===== config.mk =====
export PLATFORM = sky130hd
export DESIGN_NAME = sqrt_seq_hs_flat
export DESIGN_NICKNAME = d
export VERILOG_FILES = /design/src/rtl/sqrt_seq_hs_if.sv /design/src/rtl/sqrt_seq_hs.sv /design/src/flat_wrapper.sv
export SDC_FILE = /design/constraint.sdc
export NUM_CORES = 1
export LEC_CHECK = 0
export ABC_AREA = 1
export CORE_UTILIZATION = 42
export DETAILED_ROUTE_END_ITERATION = 8
export GPL_ROUTABILITY_DRIVEN = 0
export GPL_TIMING_DRIVEN = 1
export PLACE_DENSITY_LB_ADDON = 0.2
export SYNTH_ARGS = -nofsm -noshare
export SYNTH_HDL_FRONTEND = slang
export SYNTH_SLANG_ARGS = --single-unit

===== constraint.sdc =====
create_clock -name clk -period 2.8 [get_ports clk]
set_clock_uncertainty 0.1 [all_clocks]
set_input_delay 0.56 -clock clk [delete_from_list [all_inputs] [get_ports clk]]
set_output_delay 0.56 -clock clk [all_outputs]
set_load 0.02 [all_outputs]

===== src/rtl/sqrt_seq_hs_if.sv =====
// Handshake bundle for sqrt_seq_hs.
//   master : producer/consumer side (drives in_valid, radicand, out_ready)
//   slave  : the square-root engine (drives in_ready, out_valid, root,
//            remainder, busy)
// IN_W must match the IN_W of the engine attached to the slave modport.
interface sqrt_seq_hs_if #(
  parameter int IN_W = 24
);
  localparam int OUT_W = IN_W / 2;

  logic             in_valid;
  logic             in_ready;
  logic [IN_W-1:0]  radicand;
  logic             out_valid;
  logic             out_ready;
  logic [OUT_W-1:0] root;
  logic [OUT_W:0]   remainder;
  logic             busy;

  modport master (
    output in_valid, radicand, out_ready,
    input  in_ready, out_valid, root, remainder, busy
  );

  modport slave (
    input  in_valid, radicand, out_ready,
    output in_ready, out_valid, root, remainder, busy
  );
endinterface


===== src/rtl/sqrt_seq_hs.sv =====
// Sequential integer square root, restoring digit-by-digit, one root bit
// per clock. Produces floor(sqrt(radicand)) and the exact remainder
// radicand - floor_root^2. With ROUND=1 the root is rounded to nearest
// (saturating at all ones); the remainder stays relative to the floor root.
// Ports:
//   clk   : system clock, rising edge
//   reset : synchronous, active-high
//   bus   : sqrt_seq_hs_if slave (valid/ready in, valid/ready out, busy)
// IN_W must be even and >= 2.
//
// state | meaning
// IDLE  | waiting for a radicand, in_ready=1
// CALC  | one restoring step per cycle, down-counter at zero = last step
// DONE  | result held on root/remainder until out_ready
module sqrt_seq_hs #(
  parameter int IN_W  = 24,
  parameter int ROUND = 0
) (
  input logic         clk,
  input logic         reset,
  sqrt_seq_hs_if.slave bus
);
  localparam int OUT_W = IN_W / 2;
  localparam int CNT_W = $clog2(OUT_W + 1);

  typedef enum logic [1:0] {IDLE, CALC, DONE} state_t;

  state_t           state, state_nxt;
  logic [IN_W-1:0]  rad_q;
  logic [OUT_W:0]   rem_q;
  logic [OUT_W-1:0] root_q;
  logic [CNT_W-1:0] cnt_q;

  logic             accept;
  logic             last_step;
  logic [OUT_W+1:0] rem_sh, trial, rem_step;
  logic [OUT_W-1:0] root_step, root_rnd;
  logic             ge, round_up;

  assign accept    = bus.in_valid && bus.in_ready;
  assign last_step = (state == CALC) && (cnt_q == '0);

  always_ff @(posedge clk) begin
    if (reset) state <= IDLE;
    else       state <= state_nxt;
  end

  always_comb begin
    state_nxt = state;
    case (state)
      IDLE: if (accept) state_nxt = CALC;
      CALC: if (cnt_q == '0) state_nxt = DONE;
      DONE: if (bus.out_ready) state_nxt = accept ? CALC : IDLE;
      default: state_nxt = IDLE;
    endcase
  end

  always_comb begin
    bus.in_ready  = 1'b0;
    bus.out_valid = 1'b0;
    bus.busy      = 1'b0;
    case (state)
      IDLE: bus.in_ready = !reset;
      CALC: bus.busy     = 1'b1;
      DONE: begin
        bus.out_valid = 1'b1;
        bus.in_ready  = bus.out_ready && !reset;
      end
      default: ;
    endcase
  end

  // Before the final step the partial remainder is <= 2*partial_root, which
  // is below 2^OUT_W, so its top stored bit can be dropped when shifting in
  // the next radicand pair.
  always_comb begin
    rem_sh    = {rem_q[OUT_W-1:0], rad_q[IN_W-1 -: 2]};
    trial     = {root_q, 2'b01};
    ge        = (rem_sh >= trial);
    rem_step  = ge ? (rem_sh - trial) : rem_sh;
    root_step = (root_q << 1) | OUT_W'(ge);
    // Round up when radicand > r^2 + r; all-ones root has no room to grow.
    round_up  = (ROUND != 0) && (rem_step > {2'b00, root_step}) && (root_step != '1);
    root_rnd  = root_step + OUT_W'(round_up);
  end

  always_ff @(posedge clk) begin
    if (reset) begin
      rad_q  <= '0;
      rem_q  <= '0;
      root_q <= '0;
      cnt_q  <= '0;
    end else if (accept) begin
      rad_q  <= bus.radicand;
      rem_q  <= '0;
      root_q <= '0;
      cnt_q  <= CNT_W'(OUT_W - 1);
    end else if (state == CALC) begin
      rad_q  <= rad_q << 2;
      rem_q  <= rem_step[OUT_W:0];
      root_q <= last_step ? root_rnd : root_step;
      if (cnt_q != '0) cnt_q <= cnt_q - CNT_W'(1);
    end
  end

  assign bus.root      = root_q;
  assign bus.remainder = rem_q;
endmodule


===== src/flat_wrapper.sv =====
// flat-port wrapper written by rule: the top's interface ports become plain ports
module sqrt_seq_hs_flat 
#(
  parameter int IN_W  = 24,
  parameter int ROUND = 0
)
  (clk, reset, bus_in_valid, bus_radicand, bus_out_ready, bus_in_ready, bus_out_valid, bus_root, bus_remainder, bus_busy);
  sqrt_seq_hs_if #(.IN_W(IN_W)) bus_i ();
  input logic clk;
  input logic reset;
  input wire logic [$bits(bus_i.in_valid)-1:0] bus_in_valid;
  input wire logic [$bits(bus_i.radicand)-1:0] bus_radicand;
  input wire logic [$bits(bus_i.out_ready)-1:0] bus_out_ready;
  output wire logic [$bits(bus_i.in_ready)-1:0] bus_in_ready;
  output wire logic [$bits(bus_i.out_valid)-1:0] bus_out_valid;
  output wire logic [$bits(bus_i.root)-1:0] bus_root;
  output wire logic [$bits(bus_i.remainder)-1:0] bus_remainder;
  output wire logic [$bits(bus_i.busy)-1:0] bus_busy;
  assign bus_i.in_valid = bus_in_valid;
  assign bus_i.radicand = bus_radicand;
  assign bus_i.out_ready = bus_out_ready;
  assign bus_in_ready = bus_i.in_ready;
  assign bus_out_valid = bus_i.out_valid;
  assign bus_root = bus_i.root;
  assign bus_remainder = bus_i.remainder;
  assign bus_busy = bus_i.busy;
  sqrt_seq_hs #(.IN_W(IN_W), .ROUND(ROUND)) u_core (.clk(clk), .reset(reset), .bus(bus_i));
endmodule

==> flow_summary.json <==
{
  "status": "completed",
  "dpl.hpwl_um": 5630,
  "ctsResizeCount": 0,
  "io_buffer_count": 55,
  "layout_common_cells": "nand2_1 (179), inv_1 (62), clkdlybuf4s50_1 (55), dfxtp_1 (55), a21oi_1 (34)",
  "cts_tree": "built",
  "die_w_um": 89.4,
  "synthMuxAreaShare_pct": 0,
  "slew_violations": 0,
  "core_mm2": 0.00733,
  "h-tree-depth": 2,
  "holdBufCountCts": 0,
  "cp.arrival_ns": 1.87,
  "ys_types": 33,
  "setup_tns_ns": 0,
  "fin_hold_ws_ns": 0.371,
  "worstHoldPathType": "reg2reg",
  "synth_enable_flop_cells": 0,
  "path_cells": "clkdlybuf4s50_1 > nor2_1 > nor3_2 > clkdlybuf4s50_1",
  "hold_violations": 0,
  "met3_usage_pct": 2.59,
  "ys.flop_type": "dfxtp_1",
  "max-slew-margin-rel_pct": 66.1,
  "synth.area.top_cells": "dfxtp_1 (34%), nand2_1 (21%), inv_1 (7.3%)",
  "whs_endpoint": "u_core.rad_q[0]$_SDFFE_PP0P_",
  "grt_setup_unrepaired": "false",
  "power_w": 0.00229,
  "num_vias": 3170,
  "min_path_cells": 2,
  "fin_nets": 579,
  "path_clk_slew_ns": 0.11,
  "synth_area_per_cell_um2": 6.59,
  "grt_pass1_wl_um": 13300,
  "fill_cells": 757,
  "row_count": 31,
  "drt_wl_total_um": 7760,
  "synth_top_family_by_area": "simple AND/OR/NAND/NOR gates",
  "multiInputGateArea_mm2": 0.00175,
  "yosysTopAreaCellShare_pct": 34.3,
  "chipHeight_um": 89.4,
  "dpl-instance-area_mm2": 0.00383,
  "max_stage_delay_ns": 0.64,
  "synth_nets": 531,
  "synthCells": 487,
  "cp.required_ns": 2.14,
  "r2r_start": "u_core.bus.root[3]$_SDFFE_PP0P_",
  "gr-usage-met1_pct": 26.9,
  "min_from": "u_core.rad_q[0]$_SDFFE_PP0P_",
  "clkLatencyLatePin_ns": 0.31,
  "critPathCaptureType": "output pin",
  "p_leak_nw": 1.64,
  "ys_ff_latch": 55,
  "cp_top_family": "buffers and inverters",
  "cts-root-buf": "clkbuf_8",
  "reg2reg_slack_ns": 0.49,
  "clk_path_buf_depth": 2,
  "setup_viol": 0,
  "cp.buffers_inverters": 2,
  "cellPowerDensity_mw_per_mm2": 585,
  "dieArea_mm2": 0.00800,
  "synthArstFlopShare_pct": 0,
  "met2_usage_pct": 37.5,
  "wl_per_cell_um": 12.2,
  "antenna_found_initial": 0,
  "io_pins": 56,
  "clock_sinks": 55,
  "cpMostUsedCell": "clkdlybuf4s50_1",
  "peakVddDrop_uv": 226,
  "post-route-period-util_pct": 90.4,
  "min_period_ns": 2.53,
  "final_antenna_net_count": 0,
  "grt_usage_pct": 21.1,
  "grt_pass1_vias": 2986,
  "vias_per_cell": 4.99,
  "cts_made_buffers": 5,
  "critPathLaunchType": "input pin",
  "critPathMaxFanout": 2,
  "tightestPinTransition_ns": 0.509,
  "final_common_cell": "nand2_1",
  "initial_core_util_pct": 43.8,
  "synth_top_cell_by_area": "dfxtp_1",
  "synthXorXnorAreaFrac_pct": 1.36,
  "grt_max_degree": 48,
  "r2r_cells": 11,
  "antenna_cells": 0,
  "drt-pass1-iter-count": 4,
  "crit_type": "in2out",
  "critPathSlowestCell": "clkdlybuf4s50_1",
  "post_cts_buffers": 0,
  "drv_cap": 0,
  "grt_busiest_layer": "met2",
  "yosys_warnings": 0,
  "overflow": 0,
  "seqCellArea_mm2": 0.00110,
  "drt_first_iter_violations": 168,
  "final_cell_area_mm2": 0.00392,
  "syn_area_mm2": 0.00321,
  "drc_errors": 0,
  "area_growth_pct": 22.1,
  "synth-compound-area-share_pct": 11.9,
  "yosysSeqAreaShare_pct": 34.3,
  "synth_simple_gate_area_share_pct": 34.7,
  "synth_adder_area_share_pct": 6.24,
  "reg2reg_to": "u_core.bus.remainder[12]$_SDFFE_PP0P_",
  "layout-drive-gt1-share_pct": 7.46,
  "fmax_ghz": 0.395
}
-- logic make-up (layout without fill, tap and decap cells) --
kind of cell,after synthesis,in the layout
fa+ha+maj,16,16
xor+xnor,5,5
compound gates,65,65
simple gates,256,256
flops,55,55
buf+inv,90,139
-- layout make-up --
class | count | area share [%]
inverter | 70 | 6.70
tap | 99 | 3.16
clock inverter | 3 | 0.575
multi-input combinational | 342 | 44.5
sequential | 55 | 28.1
clock buffer | 5 | 1.76
timing repair buffer | 61 | 15.2
-- tightest hold or removal path, cell delays in order, from the launching register on --
cell and delay (ns):
dfxtp_1 0.33, nand2_1 0.06, a21oi_1 0.05
-- cells in the mapped netlist, drive strengths merged, types with 2 or more instances --
cell / n
a21oi: 35
nor3: 2
buf: 15
o21ai: 3
nor2: 17
dfxtp: 55
inv: 69
xnor2: 4
ha: 16
nand2: 187
nand3: 32
a31oi: 22
nand4: 17
clkbuf: 5
-- how the worst max path moves through the flow --
| stage | end | cells after the start | startpoint | slack (ns) |
|---|---|---|---|---|
| final | bus_in_ready | 4 | bus_out_ready | 0.27 |
| after global placement | bus_in_ready | 4 | bus_out_ready | 0.26 |
| after detailed placement | bus_in_ready | 4 | bus_out_ready | 0.28 |
| after floorplan | u_core.bus.remainder[2]$_SDFFE_PP0P_ | 13 | u_core.bus.root[7]$_SDFFE_PP0P_ | 0.86 |
| after global routing | bus_in_ready | 4 | bus_out_ready | 0.21 |
| after CTS | bus_in_ready | 4 | bus_out_ready | 0.26 |
-- state kept, by name, summed over array words and instances (netlist names) --
register	count
u_core.rad_q	24
u_core.bus.remainder	13
u_core.bus.root	12
u_core.cnt_q	4
u_core.state	2
-- metrics by stage --
step	worst slack (ns)	instances	utilization, %
global route	0.211	635	53.5
detailed placement	0.276	627	52.2
global placement	0.255	627	52.2
finish	0.270	635	53.5
floorplan	0.864	487	-
CTS	0.257	635	53.5
-- power by group --
group	switching, W	leakage (nW)	internal (W)	total (W)
clock network	0.000282	0.0489	0.000182	0.000463
registers	0.0000365	0.447	0.000829	0.000866
logic	0.000599	1.14	0.000365	0.000964
total	0.000917	1.64	0.00138	0.00229
-- layer usage --
layer	part of all wire [%]	vias to the layer above	wire length [µm]
li1	-	1655	-
met1	46	1449	3530
met2	50	58	3880
met3	3.5	8	268
met4	1.1	0	85
met5	0	-	0
Note: power is estimated with default switching activity, not from simulation.
